--- src/rtl/owner_restock_bank.sv ---
// owner_restock_bank: per-slot stock counters with an owner charge path
// (valid/ready, fixed three-cycle commit) and a customer dispense path.
// Ports:
//   clk, rst              clock, synchronous active-high reset
//   charge_valid/_slot/_amount, charge_ready, charge_done   owner charge handshake
//   red_light             sticky overflow / bad-slot alarm
//   dispense_req/_slot, dispense_ready, dispense_ok/_fail   customer dispense
//   supply_out            flattened stock, slot i at [i*CNT_W +: CNT_W]
//   empty_mask            bit i set when slot i is empty
module owner_restock_bank #(
   parameter int unsigned NUM_SLOTS   = 4,
   parameter int unsigned SLOT_W      = 2,
   parameter int unsigned CNT_W       = 4,
   parameter int unsigned CAPACITY    = 15,
   parameter int unsigned MODE        = 0,
   parameter int unsigned INIT_SUPPLY = 0
) (
   input  logic                       clk,
   input  logic                       rst,
   input  logic                       charge_valid,
   input  logic [SLOT_W-1:0]          charge_slot,
   input  logic [CNT_W-1:0]           charge_amount,
   output logic                       charge_ready,
   output logic                       charge_done,
   output logic                       red_light,
   input  logic                       dispense_req,
   input  logic [SLOT_W-1:0]          dispense_slot,
   output logic                       dispense_ready,
   output logic                       dispense_ok,
   output logic                       dispense_fail,
   output logic [NUM_SLOTS*CNT_W-1:0] supply_out,
   output logic [NUM_SLOTS-1:0]       empty_mask
);

   typedef enum logic [1:0] {
      S_IDLE   = 2'd0,
      S_CALC   = 2'd1,
      S_COMMIT = 2'd2
   } state_t;

   state_t             r_state;
   state_t             w_state_nxt;
   logic [CNT_W-1:0]   r_stock [NUM_SLOTS];
   logic [SLOT_W-1:0]  r_slot;
   logic [CNT_W-1:0]   r_amount;
   logic [CNT_W:0]     r_sum;
   logic               r_ovf;
   logic               r_bad;

   logic [CNT_W-1:0]   w_chg_cur;
   logic               w_chg_in;
   logic [CNT_W-1:0]   w_dsp_cur;
   logic               w_dsp_in;
   logic [CNT_W:0]     w_sum;
   logic               w_chg_take;
   logic               w_dsp_take;
   logic               w_ovf_any;

   // State register
   always_ff @(posedge clk) begin
      if (rst) r_state <= S_IDLE;
      else     r_state <= w_state_nxt;
   end

   // Next state and handshake readies
   always_comb begin
      w_state_nxt    = r_state;
      charge_ready   = 1'b0;
      dispense_ready = 1'b0;
      case (r_state)
         S_IDLE: begin
            charge_ready   = 1'b1;
            dispense_ready = !charge_valid;
            if (charge_valid) w_state_nxt = S_CALC;
         end
         S_CALC:   w_state_nxt = S_COMMIT;
         S_COMMIT: w_state_nxt = S_IDLE;
         default:  w_state_nxt = S_IDLE;
      endcase
   end

   // Slot lookups; an index past NUM_SLOTS matches nothing and reads as zero
   always_comb begin
      w_chg_cur = '0;
      w_chg_in  = 1'b0;
      w_dsp_cur = '0;
      w_dsp_in  = 1'b0;
      for (int i = 0; i < int'(NUM_SLOTS); i++) begin
         if (r_slot == SLOT_W'(i)) begin
            w_chg_in  = 1'b1;
            w_chg_cur = r_stock[i];
         end
         if (dispense_slot == SLOT_W'(i)) begin
            w_dsp_in  = 1'b1;
            w_dsp_cur = r_stock[i];
         end
      end
   end

   assign w_sum      = (CNT_W+1)'(w_chg_cur) + (CNT_W+1)'(r_amount);
   assign w_chg_take = charge_valid && charge_ready;
   assign w_dsp_take = dispense_req && dispense_ready;
   // The carry bit always implies overflow since CAPACITY fits in CNT_W bits
   assign w_ovf_any  = r_ovf || r_sum[CNT_W];

   // Datapath: charge pipeline registers, stock array, alarm and pulses
   always_ff @(posedge clk) begin
      if (rst) begin
         for (int i = 0; i < int'(NUM_SLOTS); i++) r_stock[i] <= CNT_W'(INIT_SUPPLY);
         r_slot        <= '0;
         r_amount      <= '0;
         r_sum         <= '0;
         r_ovf         <= 1'b0;
         r_bad         <= 1'b0;
         red_light     <= 1'b0;
         charge_done   <= 1'b0;
         dispense_ok   <= 1'b0;
         dispense_fail <= 1'b0;
      end else begin
         charge_done   <= 1'b0;
         dispense_ok   <= 1'b0;
         dispense_fail <= 1'b0;
         case (r_state)
            S_IDLE: begin
               if (w_chg_take) begin
                  r_slot   <= charge_slot;
                  r_amount <= charge_amount;
               end else if (w_dsp_take) begin
                  if (w_dsp_in && (w_dsp_cur != '0)) begin
                     for (int i = 0; i < int'(NUM_SLOTS); i++)
                        if (dispense_slot == SLOT_W'(i)) r_stock[i] <= r_stock[i] - CNT_W'(1);
                     dispense_ok <= 1'b1;
                  end else begin
                     dispense_fail <= 1'b1;
                  end
               end
            end
            S_CALC: begin
               r_sum <= w_sum;
               r_ovf <= (w_sum > (CNT_W+1)'(CAPACITY));
               r_bad <= !w_chg_in;
            end
            S_COMMIT: begin
               charge_done <= 1'b1;
               if (r_bad) begin
                  red_light <= 1'b1;
               end else if (w_ovf_any) begin
                  red_light <= 1'b1;
                  if (MODE == 0) begin
                     for (int i = 0; i < int'(NUM_SLOTS); i++)
                        if (r_slot == SLOT_W'(i)) r_stock[i] <= CNT_W'(CAPACITY);
                  end
               end else begin
                  red_light <= 1'b0;
                  for (int i = 0; i < int'(NUM_SLOTS); i++)
                     if (r_slot == SLOT_W'(i)) r_stock[i] <= r_sum[CNT_W-1:0];
               end
            end
            default: ;
         endcase
      end
   end

   // Flattened stock view and empty flags
   always_comb begin
      supply_out = '0;
      empty_mask = '0;
      for (int i = 0; i < int'(NUM_SLOTS); i++) begin
         supply_out[i*CNT_W +: CNT_W] = r_stock[i];
         empty_mask[i]                = (r_stock[i] == '0);
      end
   end

endmodule

--- config.mk ---
export PLATFORM = sky130hd
export DESIGN_NAME = owner_restock_bank
export DESIGN_NICKNAME = d
export VERILOG_FILES = /design/src/rtl/owner_restock_bank.sv
export SDC_FILE = /design/constraint.sdc
export NUM_CORES = 1
export LEC_CHECK = 0
export CORE_ASPECT_RATIO = 1.1
export CORE_MARGIN = 2
export CORE_UTILIZATION = 35
export DETAILED_ROUTE_END_ITERATION = 7
export HOLD_SLACK_MARGIN = 0.02
export SKIP_CTS_REPAIR_TIMING = 1
export SLEW_MARGIN = 20
export SYNTH_ARGS = -nofsm -noshare
export SYNTH_HDL_FRONTEND = slang
export SYNTH_SLANG_ARGS = --single-unit
--- constraint.sdc ---
create_clock -name clk -period 2.6 [get_ports clk]
set_input_delay 0.52 -clock clk [delete_from_list [all_inputs] [get_ports clk]]
set_output_delay 0.52 -clock clk [all_outputs]
set_load 0.05 [all_outputs]
==> impl_metrics.ini, run 1 <==
[floorplan]
die_y_um = 83.69
io_pins = 38
row_count = 29
dieWidth_um = 76.45
die_area_um2 = 6398
initial_core_util_pct = 35.70
coreArea_um2 = 5660

[power]
ir_drop_mv = 0.3001
clkPwrFrac_pct = 30.7
pwr-share-comb_pct = 22.2
p_seq_share_pct = 47.0
p_int_mw = 0.9319
p_sw_mw = 0.4081
leakagePower_nw = 1.014
powerDensity_nw_per_um2 = 511.4
switching_share_pct = 30.46

[drt]
viasPerCell = 5.142
drc_errors = 0
final_antenna_net_count = 0
dr.pass1.iters = 4
dr_total_vias = 1733
drt-total-wl_mm = 4.893
dr.first_iter.drc_count = 97
wl_per_cell_um = 14.52

[synth]
async_flop_share_pct = 0
ys_seq_area_share_pct = 40.62
synth_edf_count = 12
synth_flop_cell = dfxtp_1
yosys_warnings = 0
synthDistinctLibCells = 51
syn-mean-instance-area_um2 = 9.399
synth_area_um2 = 2021
ys_ff_latch = 35
syn_nets = 236
syn-instance-count = 215

[clock_tree]
path_clk_slew_ns = 0.08
numCtsBuffers = 5
htree_levels = 2
cts_tree = done
root_buffer = clkbuf_8
cts_buffer_depth = 2
clk_latency_ns = 0.28
cts.sinks = 35

[setup_path]
arrival_ns = 1.93
regToRegEndpoint = r_sum[3]
r2r-start = r_slot[1]
startpoint_type = flip-flop
path_max_fanout = 6
ff2ff_setup_slack_ns = 0.47
critical_path_class = reg2out
crit_start = r_stock[0][0]
reg2reg_depth = 7
crit_path_end = empty_mask[0]
critPathCaptureType = output port
required_ns = 2.08

[timing]
period_needed_ns = 2.450
slew_headroom_pct = 58.38
period_share_pct = 94.24
hold_viol = 0
tns_ns = 0
worst_pin_slew_ns = 0.6219
final-setup-viol-count = 0
rsz0062_at_grt = false
final.setup_skew_ns = 0.009009
drv_slew = 0
max_freq_ghz = 0.4081

[layout]
fillCellCount = 588
antenna_cells_inserted = 0
fin_cells = 337
drive_above_1_share_pct = 13.85
final_nets = 280
area.growth.synth_to_final_pct = 29.66

[place]
dp_hpwl_mm = 3.802
dp.cells = 329
gp_congestion = 0.7958
port_buffers = 37

[hold_path]
min_from = r_amount[0]
min_path_type = reg2reg

[run]
max_cap_viol_count = 0

[global_routing]
antenna_found_initial = 0
first_global_vias = 1688
overflow = 0
gr-usage-all-layers_pct = 16.15
grt_max_degree = 24
grt_pass1_wl_mm = 8.259

[status]
status = finished clean
-- layer usage --
| metal | up-vias | wire (um) | global-route usage (%) |
|---|---|---|---|
| met1 | 811 | 2143 | 20.70 |
| met2 | 49 | 2412 | 28.00 |
| met3 | 7 | 278 | 3.030 |
| met5 | - | 0 | 0 |
| met4 | 0 | 59 | 4.132 |
| li1 | 866 | - | - |
-- kinds of logic after synthesis --
kind of cell / synth area share (%)
XOR/XNOR: 2.601
adder cells (fa/ha/maj): 5.945
AND/OR/NAND/NOR: 20.68
flip-flops: 40.62
multiplexers: 6.564
buffers and inverters: 5.077
AO/OA/AOI/OAI: 18.51
-- cell type report --
cell class	instances	area (um2)	area share, %
inverter	15	56.30	2.149
tap	77	96.34	3.677
clock buffer	7	86.33	3.295
multi-input combinational	155	1107	42.26
clock inverter	1	5.005	0.1910
sequential	35	820.8	31.33
timing repair buffer	47	447.9	17.10
-- synthesized netlist by cell type (3+ instances only) --
master / number / area share, %
a211oi_1: 4 / 1.5
xnor2_1: 5 / 2.2
edfxtp_1: 12 / 18
dfxtp_1: 23 / 23
inv_1: 15 / 2.8
o21ai_0: 13 / 3.2
nor3_1: 3 / 0.74
a21o_1: 4 / 1.5
clkbuf_1: 5 / 0.93
or3_1: 3 / 0.93
mux4_2: 5 / 5.6
nor2_1: 16 / 3.0
a21oi_1: 18 / 4.5
buf_2: 4 / 0.99
ha_1: 8 / 5.0
nor3b_1: 6 / 2.2
nand2_1: 24 / 4.5
nand2b_1: 3 / 0.93
-- cells in the final DEF, fill, tap and decap left out, types with 2 or more instances in the layout --
cell             netlist  layout
nor3_1                 3       3
a21oi_1               18      18
inv_1                 15      15
a2bb2oi_1              2       2
o21a_1                 2       2
mux4_2                 5       5
nor2_1                16      16
mux2i_1                2       2
buf_4                  1      13
nand2b_1               3       3
nand3_1                2       2
o31ai_1                2       2
or2_2                  2       2
a22oi_1                2       2
nand2_1               24      24
or4_1                  2       2
a211oi_1               4       4
nor2b_1                2       2
and2_1                 2       2
nor3b_2                0       2
xnor2_1                5       5
a21o_1                 4       4
dfxtp_1               23      23
nor3b_1                6       4
clkbuf_8               0       6
ha_1                   8       8
or3_1                  3       3
clkdlybuf4s50_1        0      33
edfxtp_1              12      12
nor3_4                 2       2
o21ai_0               13      13
-- worst min-delay path by stage --
stage / to / cells past startpoint
after floorplan: r_amount[0] / 2
after global placement: red_light / 2
after detailed placement: red_light / 2
after CTS: r_amount[2] / 2
after global routing: r_amount[3] / 2
final: r_amount[0] / 2
-- flip-flops by register name, indices dropped and copies added, names as in the netlist --
signal and count:
dispense_ok 1, r_bad 1, red_light 1, r_amount 4
r_slot 2, r_state 2, dispense_fail 1, r_ovf 1
r_sum 5, charge_done 1, r_stock 16
-- worst max-delay path, stage by stage, from the launching register on --
cell and delay, ns:
dfxtp_1 0.37, inv_1 0.10, ha_1 0.20, nand2b_1 0.09
nor2_1 0.09, clkdlybuf4s50_1 0.80
-- power groups by stage --
| stage | Clock, mW | Sequential, mW | Combinational, mW |
|---|---|---|---|
| after global routing | 0.438 | 0.636 | 0.323 |
| final | 0.412 | 0.630 | 0.298 |
| after floorplan | 0 | 0.680 | 0.154 |
| after detailed placement | 0 | 0.643 | 0.299 |
| after global placement | 0 | 0.643 | 0.299 |
| after CTS | 0.414 | 0.631 | 0.301 |
-- metrics by stage --
stage	power, mW	hold WS (ns)	cell area [um2]	worst slack [ns]	util [%]
floorplan	0.8335	0.4406	2031	0.007394	-
global placement	0.9415	0.4483	2529	0.05240	44.67
detailed placement	0.9425	0.4547	2529	0.01719	44.67
CTS	1.346	0.4652	2620	0.1388	46.29
global route	1.397	0.4813	2620	0.08820	46.29
finish	1.340	0.4631	2620	0.1498	46.29
(Power assumes the default switching activity.)
==> run 2: changes to the inputs <==
--- a/config.mk
+++ b/config.mk
@@ -5,8 +5,9 @@
 export SDC_FILE = /design/constraint.sdc
 export NUM_CORES = 1
 export LEC_CHECK = 0
+export CAP_MARGIN = 25
 export CORE_ASPECT_RATIO = 1.1
-export CORE_MARGIN = 2
+export CORE_MARGIN = 5
 export CORE_UTILIZATION = 35
 export DETAILED_ROUTE_END_ITERATION = 7
 export HOLD_SLACK_MARGIN = 0.02
==> impl_metrics.ini, run 2 (synthesis gave the netlist of run 1 again) <==
[setup_path]
critPathMaxStageDelay_ns = 0.80
cp_num_buf_inv = 2
arrival_ns = 1.94
critical_path_class = reg2out
critical_path.cell_chain = inv_1 > ha_1 > nand2b_1 > nor2_1 > clkdlybuf4s50_1
required_ns = 2.08
cp_slowest_cell = clkdlybuf4s50_1
critPathCaptureType = output port
startpoint_type = flip-flop
path_max_fanout = 6
critPathTopFamily = buffers and inverters

[timing]
max_freq_ghz = 0.4057
tns_ns = 0
final-setup-viol-count = 0
drv_slew = 0
hold_viol = 0
period_needed_ns = 2.465
rsz0062_at_grt = false
slew_headroom_pct = 57.81
worst_pin_slew_ns = 0.6304
final.setup_skew_ns = 0.004001
period_share_pct = 94.79

[floorplan]
coreArea_um2 = 5697
row_count = 29
io_pins = 38
die_y_um = 89.69
dieWidth_um = 82.45
die_area_um2 = 7394
initial_core_util_pct = 35.47

[global_routing]
grt_max_degree = 24
overflow = 0
antenna_found_initial = 0
gr-usage-all-layers_pct = 14.76
grt_pass1_wl_mm = 8.079
first_global_vias = 1695

[power]
p_seq_share_pct = 47.1
pwr-share-comb_pct = 22.4
leakagePower_nw = 1.014
powerDensity_nw_per_um2 = 509.8
fin_total_pwr_mw = 1.336
ir_drop_mv = 0.2798
p_int_mw = 0.9306
clkPwrFrac_pct = 30.5
p_sw_mw = 0.4051
switching_share_pct = 30.33

[layout]
multi_input_area_um2 = 1107
regArea_um2 = 820.8
final_area_um2 = 2620
largest_reg_flops = 16
drive_above_1_share_pct = 13.85
layout_common_cells = 33 x clkdlybuf4s50_1, 24 x nand2_1, 23 x dfxtp_1
reg_top3 = r_stock: 16 flops, r_sum: 5 flops, r_amount: 4 flops
fillCellCount = 552
final_nets = 280
top_register = r_stock
final_common_cell = clkdlybuf4s50_1
area.growth.synth_to_final_pct = 29.66
antenna_cells_inserted = 0

[hold_path]
min_path_type = reg2reg

[clock_tree]
numCtsBuffers = 5
root_buffer = clkbuf_8
htree_levels = 2
cts_tree = done
clk_latency_ns = 0.29
cts.sinks = 35
path_clk_slew_ns = 0.07
cts_buffer_depth = 2

[place]
dp_hpwl_mm = 3.927
port_buffers = 37
gp_congestion = 0.8265
place_area_um2 = 2529

[drt]
viasPerCell = 5.151
final_antenna_net_count = 0
wl_per_cell_um = 14.93
drc_errors = 0
dr.pass1.iters = 4
dr.first_iter.drc_count = 102
dr_total_vias = 1736
drt-total-wl_mm = 5.032

[status]
status = finished clean

[run]
max_cap_viol_count = 0
==> run 2: routing by layer <==
layer  wire (um)  global-route usage (%)  share of wire, %  vias up
li1            -                       -                 -      859
met1        2042                   16.93                41      811
met2        2528                   25.87                50       56
met3         360                   4.192               7.2       10
met4         100                   5.589               2.0        0
met5           0                       0                 0        -
==> run 2: metrics by stage <==
step | hold WS (ns) | cells | util (%) | setup WS, ns
after floorplan | 0.4406 | 215 | - | 0.007394
after global placement | 0.4495 | 329 | 44.39 | 0.08856
after detailed placement | 0.4459 | 329 | 44.39 | 0.06486
after CTS | 0.4600 | 337 | 45.99 | 0.1313
after global routing | 0.4982 | 337 | 45.99 | 0.09049
final | 0.4567 | 337 | 45.99 | 0.1354
==> run 2: area by class of cell <==
type / count / area share (%)
Multi-Input combinational cell: 155 / 42.26
Sequential cell: 35 / 31.33
Timing Repair Buffer: 47 / 17.10
Tap cell: 77 / 3.677
Clock buffer: 7 / 3.295
Inverter: 15 / 2.149
Clock inverter: 1 / 0.1910
==> run 2: final timing paths <==
kind / from / to / slack (ns) / cells after the start
setup / recovery: r_stock[0][0] / empty_mask[0] / 0.14 / 5
hold / removal: red_light / red_light / 0.46 / 2
setup reg to reg: r_stock[1][0] / r_stock[0][2] / 0.44 / 5
hold reg to reg: red_light / red_light / 0.46 / 2
==> run 2: worst reg2reg max path, delay by kind of cell (launching register included) <==
kind	cells	cell delay [ns]
AOI/OAI and AO/OA	5	1.57
DFF	1	0.49
==> run 2: power groups by stage <==
| stage | combinational (mW) | sequential (mW) | clock, mW |
|---|---|---|---|
| floorplan | 0.154 | 0.680 | 0 |
| global placement | 0.298 | 0.642 | 0 |
| detailed placement | 0.300 | 0.642 | 0 |
| CTS | 0.301 | 0.629 | 0.421 |
| global route | 0.323 | 0.634 | 0.447 |
| finish | 0.299 | 0.629 | 0.408 |
==> edit 1, RTL diff (settings of run 1) <==
The 3 states of `state_t` get a one-hot encoding in 3 bits.
--- a/src/rtl/owner_restock_bank.sv
+++ b/src/rtl/owner_restock_bank.sv
@@ -33,8 +33,8 @@
 );
 
-   typedef enum logic [1:0] {
-      S_IDLE   = 2'd0,
-      S_CALC   = 2'd1,
-      S_COMMIT = 2'd2
+   typedef enum logic [2:0] {
+      S_IDLE   = 3'b001,
+      S_CALC   = 3'b010,
+      S_COMMIT = 3'b100
    } state_t;
 
Function: no difference found for any inputs over 10 cycles, from zero or initial values and one cycle with rst high; not proved beyond that.
==> edit 1 against run 1 <==
Sequential cell count increased by 1. Worst setup slack improved by 0.028 ns. Final cell count decreased by 0.30%. Sequential share of layout area increased by 0.51 points. Sequential power increased by 1%. Register-to-register slack got worse by 0.29 ns. Area after synthesis increased by 1.1%. Wire length increased by 7.7%. Maximum frequency increased by 1.1%. Die area increased by 1.1%. Power increased by 1.2%. Final area increased by 0.81%. Largest cell class unchanged. Largest power group unchanged.
==> edit 1: results <==
critical_path:
  cpMaxStageDelayCell: "mux4_2"
  path_max_fanout: 5
  cpPeakStageDelay_ns: 0.56
  crit_end: "r_ovf"
  reg2reg_to: "r_ovf"
  critPathTopFamily: "adder cells"
route:
  routed_via_density: 5.28
  drt-pass1-iter-count: 5
  drt_iter0_drc: 125
  wire_per_inst_um: 15.7
final_layout:
  fin_cells: 336
  fin_nets: 279
sta:
  skew_ns: 0.00588
synth:
  synthTopCellsByArea: "dfxtp_1 (24%), edfxtp_1 (18%), ha_1 (4.9%)"
  synth_compound_gate_area_share_pct: 18.7
  synthAdderAreaFrac_pct: 5.88
  synth_cells: 213
  synth_nets: 234
power:
  ir_drop_mv: 0.211
  p_leak_nw: 1.05
global_route:
  first_global_vias: 1666
  grt_pass1_wl_um: 8510
status:
  status: "finished, final reports clean"
placement:
  postPlaceCellArea_um2: 2550
  place_inst: 328
min_path:
  hold_start: "r_sum[0]"
## edit 1: power groups by stage
stage / clock network (mW) / registers, mW / logic [mW]
floorplan: 0 / 0.686 / 0.163
global placement: 0 / 0.651 / 0.305
detailed placement: 0 / 0.652 / 0.306
CTS: 0.424 / 0.639 / 0.309
global route: 0.449 / 0.643 / 0.332
finish: 0.411 / 0.639 / 0.307
## edit 1: cell type report
| type | count | area [um^2] |
|---|---|---|
| inverter | 12 | 45.0 |
| clock buffer | 6 | 82.6 |
| sequential | 36 | 841 |
| timing repair buffer | 45 | 435 |
| clock inverter | 2 | 10.0 |
| fill | 591 | 3060 |
| tap | 77 | 96.3 |
| multi-input combinational | 158 | 1130 |
## edit 1: routing by layer
layer	wire (um)	GRT usage [%]	vias to the layer above	part of all wire [%]
met1	2390	23.9	820	45
met5	0	0	-	0
met3	346	3.23	8	6.6
met4	126	7.77	0	2.4
met2	2410	25.0	70	46
li1	-	-	875	-
==> edit 2, RTL diff (flow settings as in run 1) <==
Without the edit above. Change the parameter `MODE` from 0 to 1.
--- a/src/rtl/owner_restock_bank.sv
+++ b/src/rtl/owner_restock_bank.sv
@@ -13,5 +13,5 @@
    parameter int unsigned CNT_W       = 4,
    parameter int unsigned CAPACITY    = 15,
-   parameter int unsigned MODE        = 0,
+   parameter int unsigned MODE        = 1,
    parameter int unsigned INIT_SUPPLY = 0
 ) (
Function: changed (Yosys sat finds a counterexample within 10 cycles, from zero or initial values and one cycle with rst high).
==> edit 2 against run 1 <==
Area after synthesis decreased by 2.0%. Count of clock-buffer cells in the layout decreased by 1. Critical path type is now in -> reg. Worst setup slack improved by 0.14 ns. Sequential cell count unchanged. Largest cell class unchanged. Critical path depth increased by 1. Hold slack improved by 0.0024 ns. Via count increased by 0.69%. Wire length decreased by 0.25%. Clock power decreased by 7.3%. Power increased by 0.33%. Final area increased by 1.8%. Die area decreased by 1.9%.
==> edit 2: results <==
status:
  status: "finished, final reports clean"
global_route:
  grt_pass1_wl_um: 8200
  first_global_vias: 1683
power:
  ir_drop_mv: 0.360
  power.switching_mw: 0.417
synth:
  synth_edf_count: 16
  synth.area.mux_share_pct: 5.87
  synthTopCellsByCount: "nand2_1 (28), nor2_1 (22), dfxtp_1 (19)"
  synth_compound_gate_area_share_pct: 18.8
  synth_seq_area_share_pct: 43.5
  synthAdderAreaFrac_pct: 6.06
  synth-xor-area-share_pct: 2.65
  syn_area_per_cell_um2: 9.43
  yosysUniqueCellTypes: 41
final_layout:
  fin_cells: 341
  drive_above_1_share_pct: 16.9
  clkCellAreaFrac_pct: 3.19
  n_all_inverters: 16
  fin_nets: 286
sta:
  skew_ns: 0.0113
  post-route-period-util_pct: 88.7
placement:
  postPlaceCellArea_um2: 2580
  dp_slack_ns: -0.00385
critical_path:
  r2r_cells: 6
  rrSetupSlack_ns: 0.29
route:
  wire_per_inst_um: 14.3
## edit 2: metal layers
| metal | track usage [%] | wire, um |
|---|---|---|
| met5 | 0 | 0 |
| met4 | 3.83 | 47 |
| met3 | 3.64 | 297 |
| met2 | 28.1 | 2510 |
| met1 | 22.5 | 2030 |
## edit 2: worst register-to-register path, stage by stage, from the launching register on
cell      delay [ns]
edfxtp_1        0.47
nor4_1          0.59
mux4_2          0.40
or3_1           0.18
buf_4           0.16
a21boi_4        0.20
o21ai_2         0.06
## edit 2: power groups by stage
stage                     sequential (mW)  clock [mW]  combinational [mW]
after global placement              0.652           0               0.320
final                               0.640       0.382               0.323
after floorplan                     0.692           0               0.162
after CTS                           0.640       0.387               0.325
after global routing                0.645       0.414               0.351
after detailed placement            0.653           0               0.322
## edit 2: logic make-up after synthesis
| family | count (synthesis) |
|---|---|
| flops | 35 |
| simple gates | 75 |
| fa+ha+maj | 9 |
| mux | 5 |
| xor+xnor | 6 |
| buf+inv | 25 |
| compound gates | 55 |
